==> src/rtl/riscv_bru_pkg.sv <==
// Shared types for the EX-stage branch resolver.
//   F3_*        : branch condition encodings carried in func3.
//   bru_state_e : resolver FSM states (run / flush after a redirect).
//   bru_upd_t   : one branch-predictor update entry.
package riscv_bru_pkg;

  localparam logic [2:0] F3_BEQ  = 3'b000;
  localparam logic [2:0] F3_BNE  = 3'b001;
  localparam logic [2:0] F3_BLT  = 3'b100;
  localparam logic [2:0] F3_BGE  = 3'b101;
  localparam logic [2:0] F3_BLTU = 3'b110;
  localparam logic [2:0] F3_BGEU = 3'b111;

  typedef enum logic [0:0] {
    StRun,
    StFlush
  } bru_state_e;

  typedef struct packed {
    logic [31:0] pc;
    logic [31:0] target;
    logic [31:0] ghr;
    logic        taken;
    logic        is_cf;
    logic        mispredict;
  } bru_upd_t;

endpackage

==> src/rtl/bru_update_fifo.sv <==
// Synchronous FIFO of predictor update entries.
//   clk, rst       : clock, asynchronous active-high reset (empties the FIFO).
//   push_i/entry_i : write request and data; accepted when not full or when popping.
//   pop_i          : read request; ignored when empty.
//   full_o/empty_o : occupancy flags.
//   head_o         : oldest entry (meaningful only when not empty).
module bru_update_fifo
  import riscv_bru_pkg::*;
#(
  parameter int unsigned Depth = 2
) (
  input  logic     clk,
  input  logic     rst,
  input  logic     push_i,
  input  bru_upd_t entry_i,
  input  logic     pop_i,
  output logic     full_o,
  output logic     empty_o,
  output bru_upd_t head_o
);

  localparam int unsigned PtrW = (Depth > 1) ? $clog2(Depth) : 1;

  logic [PtrW-1:0] wptr_q, rptr_q;
  logic [PtrW:0]   count_q, count_d;
  bru_upd_t        mem_q [Depth];
  logic            do_push, do_pop;

  assign full_o  = (count_q == (PtrW + 1)'(Depth));
  assign empty_o = (count_q == '0);
  assign do_pop  = pop_i & ~empty_o;
  // A push into a full FIFO is fine as long as the head leaves in the same cycle.
  assign do_push = push_i & (~full_o | do_pop);
  assign head_o  = mem_q[rptr_q];

  always_comb begin
    count_d = count_q;
    if (do_push && !do_pop) begin
      count_d = count_q + (PtrW + 1)'(1);
    end else if (do_pop && !do_push) begin
      count_d = count_q - (PtrW + 1)'(1);
    end
  end

  always_ff @(posedge clk or posedge rst) begin
    if (rst) begin
      wptr_q  <= '0;
      rptr_q  <= '0;
      count_q <= '0;
    end else begin
      count_q <= count_d;
      if (do_push) wptr_q <= wptr_q + PtrW'(1);
      if (do_pop)  rptr_q <= rptr_q + PtrW'(1);
    end
  end

  // Storage needs no reset: contents are only observed through non-empty state.
  always_ff @(posedge clk) begin
    if (do_push) mem_q[wptr_q] <= entry_i;
  end

endmodule

==> src/rtl/ex_branch_resolver.sv <==
// EX-stage branch resolver: evaluates BEQ..BGEU/JAL/JALR, compares the actual next PC with
// the predicted one, issues a registered redirect plus a multi-cycle flush on mispredict,
// and queues every resolved outcome toward the branch predictor.
//   Inputs : clk, rst (async, active-high), ex_valid/ex_stall, instruction class and func3,
//            pc_EX/imm_EX, rs1_val/rs2_val, prediction fields, ghr_EX, upd_ready.
//   Outputs: redirect_valid/redirect_pc, flush_IF_ID/flush_ID_EX, stall_req,
//            upd_valid plus upd_* payload.
// Optional: define BRU_PERF_CNT_EN to add saturating perf_branches/perf_mispredicts counters.
module ex_branch_resolver
  import riscv_bru_pkg::*;
#(
  parameter int unsigned FLUSH_CYCLES = 2,
  parameter int unsigned UPD_DEPTH    = 2
) (
  input  logic        clk,
  input  logic        rst,
  input  logic        ex_valid,
  input  logic        ex_stall,
  input  logic        branch_EX,
  input  logic        is_jal_EX,
  input  logic        is_jalr_EX,
  input  logic [2:0]  func3_EX,
  input  logic [31:0] pc_EX,
  input  logic [31:0] imm_EX,
  input  logic [31:0] rs1_val,
  input  logic [31:0] rs2_val,
  input  logic [31:0] predicted_pc_EX,
  input  logic        prediction_valid_EX,
  input  logic [31:0] ghr_EX,
  output logic        redirect_valid,
  output logic [31:0] redirect_pc,
  output logic        flush_IF_ID,
  output logic        flush_ID_EX,
  output logic        stall_req,
  output logic        upd_valid,
  input  logic        upd_ready,
  output logic [31:0] upd_pc,
  output logic [31:0] upd_target,
  output logic [31:0] upd_ghr,
  output logic        upd_taken,
  output logic        upd_is_cf,
  output logic        upd_mispredict
`ifdef BRU_PERF_CNT_EN
  ,
  output logic [31:0] perf_branches,
  output logic [31:0] perf_mispredicts
`endif
);

  bru_state_e  state_q;
  logic [2:0]  cnt_q;
  logic        redirect_valid_q;
  logic [31:0] redirect_pc_q;

  logic        is_cf, cond, taken, mispredict, resolve, push, pop, full, empty;
  logic [31:0] target, seq_pc, actual_next, predicted_next;
  bru_upd_t    entry, head;

  always_comb begin
    cond = 1'b0;
    case (func3_EX)
      F3_BEQ:  cond = (rs1_val == rs2_val);
      F3_BNE:  cond = (rs1_val != rs2_val);
      F3_BLT:  cond = ($signed(rs1_val) < $signed(rs2_val));
      F3_BGE:  cond = ($signed(rs1_val) >= $signed(rs2_val));
      F3_BLTU: cond = (rs1_val < rs2_val);
      F3_BGEU: cond = (rs1_val >= rs2_val);
      default: cond = 1'b0;
    endcase
  end

  assign is_cf          = branch_EX | is_jal_EX | is_jalr_EX;
  assign taken          = is_jal_EX | is_jalr_EX | (branch_EX & cond);
  assign seq_pc         = pc_EX + 32'd4;
  assign target         = is_jalr_EX ? ((rs1_val + imm_EX) & ~32'h1) : (pc_EX + imm_EX);
  assign actual_next    = taken ? target : seq_pc;
  assign predicted_next = prediction_valid_EX ? predicted_pc_EX : seq_pc;
  assign mispredict     = (actual_next != predicted_next);

  assign stall_req = full & ~upd_ready;
  assign resolve   = ex_valid & ~ex_stall & ~stall_req & (state_q == StRun);
  // Non-CF instructions with a prediction still push so the predictor can drop the alias.
  assign push      = resolve & (is_cf | prediction_valid_EX);
  assign pop       = upd_valid & upd_ready;

  assign entry = '{pc: pc_EX, target: target, ghr: ghr_EX, taken: taken, is_cf: is_cf,
                   mispredict: mispredict};

  bru_update_fifo #(
    .Depth(UPD_DEPTH)
  ) u_fifo (
    .clk    (clk),
    .rst    (rst),
    .push_i (push),
    .entry_i(entry),
    .pop_i  (pop),
    .full_o (full),
    .empty_o(empty),
    .head_o (head)
  );

  // Payload is forced to zero while empty so all outputs read 0 out of reset.
  assign upd_valid      = ~empty;
  assign upd_pc         = upd_valid ? head.pc : '0;
  assign upd_target     = upd_valid ? head.target : '0;
  assign upd_ghr        = upd_valid ? head.ghr : '0;
  assign upd_taken      = upd_valid & head.taken;
  assign upd_is_cf      = upd_valid & head.is_cf;
  assign upd_mispredict = upd_valid & head.mispredict;

  always_ff @(posedge clk or posedge rst) begin
    if (rst) begin
      state_q          <= StRun;
      cnt_q            <= '0;
      redirect_valid_q <= 1'b0;
      redirect_pc_q    <= '0;
    end else begin
      redirect_valid_q <= 1'b0;
      case (state_q)
        StRun: begin
          if (resolve && mispredict) begin
            state_q          <= StFlush;
            cnt_q            <= 3'(FLUSH_CYCLES - 1);
            redirect_valid_q <= 1'b1;
            redirect_pc_q    <= actual_next;
          end
        end
        StFlush: begin
          if (cnt_q == '0) begin
            state_q <= StRun;
          end else begin
            cnt_q <= cnt_q - 3'd1;
          end
        end
        default: state_q <= StRun;
      endcase
    end
  end

  assign redirect_valid = redirect_valid_q;
  assign redirect_pc    = redirect_pc_q;
  assign flush_IF_ID    = (state_q == StFlush);
  assign flush_ID_EX    = (state_q == StFlush);

`ifdef BRU_PERF_CNT_EN
  logic [31:0] perf_br_q, perf_mis_q;

  always_ff @(posedge clk or posedge rst) begin
    if (rst) begin
      perf_br_q  <= '0;
      perf_mis_q <= '0;
    end else begin
      if (resolve && is_cf && (perf_br_q != '1))       perf_br_q  <= perf_br_q + 32'd1;
      if (resolve && mispredict && (perf_mis_q != '1)) perf_mis_q <= perf_mis_q + 32'd1;
    end
  end

  assign perf_branches    = perf_br_q;
  assign perf_mispredicts = perf_mis_q;
`endif

endmodule

==> config.mk <==
export PLATFORM = sky130hd
export DESIGN_NAME = ex_branch_resolver
export DESIGN_NICKNAME = d
export VERILOG_FILES = /design/src/rtl/riscv_bru_pkg.sv /design/src/rtl/bru_update_fifo.sv /design/src/rtl/ex_branch_resolver.sv
export SDC_FILE = /design/constraint.sdc
export NUM_CORES = 1
export LEC_CHECK = 0
export CORE_UTILIZATION = 40
export CTS_BUF_LIST = sky130_fd_sc_hd__clkbuf_8
export DETAILED_ROUTE_END_ITERATION = 16
export HOLD_SLACK_MARGIN = 0.12
export PLACE_DENSITY_LB_ADDON = 0.15
export SETUP_SLACK_MARGIN = 0.3
export SKIP_CTS_REPAIR_TIMING = 1
export SLEW_MARGIN = 20
export SYNTH_ARGS = -nofsm -noshare
export SYNTH_HDL_FRONTEND = slang
export SYNTH_SLANG_ARGS = --single-unit
==> constraint.sdc <==
create_clock -name clk -period 18.4 [get_ports clk]
set_input_delay 1.84 -clock clk [delete_from_list [all_inputs] [get_ports clk]]
set_output_delay 1.84 -clock clk [all_outputs]
set_load 0.02 [all_outputs]
==> summary.md <==
| Metric | Value |
|---|---|
| GR Util met2 | `0.385` |
| Share of cells above drive strength 1 | `0.0687` |
| Final critical-path required period | `6810 ps` |
| Fmax | `147 MHz` |
| Hpwl dp | `39.5 mm` |
| Post-synth top flop | `edfxtp_1` |
| Critical path type | `input port to flop` |
| Top-count cell post-synth | `edfxtp_1` |
| Post-synth EDFFs | `198` |
| Site Rows | `73` |
| Die width | `205 µm` |
| Vias per cell | `5.48` |
| Port bufs | `339` |
| RSZ-0062 raised after global routing | `no` |
| Wirelength per Cell | `20.4 µm` |
| Worst setup SP type | `input port` |
| Synth Area in XOR/XNOR | `0.0729` |
| Placed Area | `20300 µm²` |
| Ys async rst share | `0.172` |
| Design Area, Final | `21100 µm²` |
| Max Cap Violations | `0` |
| Worst Path Required | `18820 ps` |
| Seq pwr share | `0.314` |
| Met3 usage | `0.0334` |
| VDD IR-drop max | `77.5 µV` |
| Hold slack final | `511 ps` |
| Iter 0 DRT Violations | `881` |
| CTS tree | `done` |
| Post-synth top cells | `edfxtp_1, nor2_1, mux2i_1` |
| Max-slew headroom | `0.306` |
| Top post-synthesis cells by area | `edfxtp_1, mux2i_1, ha_1` |
| Status | `finished clean` |
| Buf+Inv Stages, Crit Path | `3` |
| Cells after Synth | `1627` |
| Worst path arrival time | `7230 ps` |
| Die ar. | `42000 µm²` |
| Mux share of post-synthesis cell area | `0.111` |
| Slew @ Worst Pin | `1020 ps` |
| Initial antenna violation count | `1` |
| Post-synthesis net count | `1930` |
| Hold Path Class | `flop to flop` |
| Total gr overflow | `0` |
| CP max stage cell | `clkdlybuf4s50_1` |
| Pleak | `8.39 nW` |
| Post-synthesis compound-gate area fraction | `0.128` |
| Vias in the first global route | `13200` |
| # DRC | `0` |
| Crit Path Max Fanout | `37` |
| Starting Density | `0.410` |
| Syn_area_per_cell | `10.1 µm²` |
| Post-layout util | `0.526` |
| TritonCTS Buffers | `39` |
| Final Max Tran Viols | `0` |
| Routability congestion estimate | `0.899` |
| Setup_tns | `0 ps` |
| Net switching power | `932 µW` |
| Layout Skew | `36.2 ps` |
| Core Area | `40200 µm²` |
| Sequential fraction of the synthesis area | `0.423` |
| Clk Latency, worst-skew pair | `570 ps` |
| Synth top area share | `0.361` |
| Die Y | `205 µm` |
| Via count | `13700` |
| Drt pass-1 iters | `5` |
| Fill cells | `3683` |
| CTS H-tree lvls | `2` |
| Gate power share | `0.487` |
| Nets | `2252` |
| Total wire length | `51.2 mm` |
| CTS Root Cell | `clkbuf_8` |
| PnR Total Power | `2.43 mW` |
| Crit share post-route | `0.370` |
| Mapped Area | `16500 µm²` |
| Gr usage total | `0.238` |
| Internal power | `1.50 mW` |
| #FFs+latches synth | `239` |
| Sw Share | `0.383` |
| Clock Pin Slew Worst Setup and Hold Paths | `60 ps` |
| P per Cell Area | `115 nW/µm²` |
| Yosys warns | `0` |
| Largest net degree at the start of global routing | `71` |
| Final ANT Viol Nets | `0` |
| Num ports | `340` |
| Largest stage delay, worst path | `750 ps` |
| Endpoints failing hold | `0` |
| # setup viols final | `0` |
| Leading area contributor after synthesis | `edfxtp_1` |
| Met1 usage | `0.331` |
| Crit-path leading delay family | `compound AO/OA/AOI/OAI gates` |
| Wire length of the first global-routing pass | `76.2 mm` |
| Clock Sinks | `239` |
| Synth Area in Adders | `0.0761` |
| Area Growth Syn to Fin | `28.3%` |
| Cell variety after synth | `90` |
| Worst-path cell chain | `clkdlybuf4s50_1 -> inv_1 -> fa_1 -> nor2b_1 -> o211a_1 -> o31a_1 -> o21ai_0 -> o21ai_0 -> xnor2_1 -> mux2i_1 -> xnor2_1 -> o2111ai_1 -> nor4_1 -> a31o_4 -> a31oi_4 -> buf_4 -> mux2_4` |
| GR peak layer | `met2` |
| Setup crit end kind | `flop` |
| Longest Clk Path Bufs | `3` |
| Synth Area in Simple Gates | `0.150` |
| Main combinational cell family by area after synthesis | `simple AND/OR/NAND/NOR gates` |
| Clock power frac | `0.199` |
metal layers:
metal | up-vias | share of wire
met2 | 473 | 0.45
li1 | 6656 | -
met3 | 61 | 0.065
met5 | - | 0
met1 | 6555 | 0.46
met4 | 0 | 0.022
power groups by stage:
stage / logic, mW / clock network (mW) / registers (mW)
after floorplan: 0.664 / 0 / 0.780
after detailed placement: 1.19 / 0 / 0.776
after global routing: 1.27 / 0.520 / 0.775
final: 1.19 / 0.483 / 0.764
after global placement: 1.18 / 0 / 0.776
after CTS: 1.20 / 0.499 / 0.767
final timing paths:
path                                               startpoint                            to  slack [ps]  cells after the start
worst max-delay path                                 pc_EX[1]    redirect_pc[3]$_DFFE_PP0P_       11590                     17
worst min-delay path              redirect_pc[16]$_DFFE_PP0P_   redirect_pc[16]$_DFFE_PP0P_         510                      1
worst max register to register  u_fifo.count_q[1]$_DFFE_PP0P_  u_fifo.mem_q[1][2]$_DFFE_PP_       14960                      5
worst min register to register    redirect_pc[16]$_DFFE_PP0P_   redirect_pc[16]$_DFFE_PP0P_         510                      1
max in group asynchronous                                 rst     u_fifo.rptr_q$_DFFE_PP0P_       15830                      2
min in group asynchronous                                 rst    redirect_pc[4]$_DFFE_PP0P_        1850                      2
state kept, by name, indices dropped and copies added (netlist names):
register        cells
flush_ID_EX         1
u_fifo.mem_q      198
redirect_pc        32
cnt_q               3
redirect_valid      1
u_fifo.count_q      2
u_fifo.wptr_q       1
u_fifo.rptr_q       1
kinds of logic after synthesis:
group	count (synthesis)
compound gates	319
fa+ha+maj	99
simple gates	512
mux	171
xor+xnor	134
flops	239
buf+inv	153
cells in the final DEF (no fill, tap or decap), drive strengths merged, types with 7 or more instances in the layout:
cell,count
and2,9
o21ai,71
inv,98
a211oi,14
nor3,30
a21o,17
xor2,60
a31oi,12
or3,10
nand3,41
dfrtp,41
o2111ai,8
and3,24
nor3b,7
ha,97
or2,7
a21oi,92
edfxtp,198
mux2i,131
clkdlybuf4s50,338
mux2,40
o211ai,16
nand4,33
o31ai,8
nand2,120
o21a,15
clkbuf,49
buf,12
xnor2,72
nor2,176
nor4,12
nor2b,13
and4,8
final cells by class:
type	instances	area [µm²]	share of cell area
Multi-Input combinational cell	1235	8890	0.421
Sequential cell	239	6980	0.330
Timing Repair Buffer	350	3470	0.164
Clock buffer	49	674	0.0319
Tap cell	525	657	0.0311
Inverter	84	315	0.0149
Clock inverter	23	155	0.00734
Antenna cell	1	2.50	0.000118
through the flow:
| stage | setup slack [ps] | instances |
|---|---|---|
| global placement | 11110 | 2433 |
| floorplan | 7520 | 1627 |
| CTS | 11640 | 2505 |
| detailed placement | 11070 | 2433 |
| global route | 11290 | 2506 |
| finish | 11590 | 2506 |
Power figures use the tool's default switching activity.
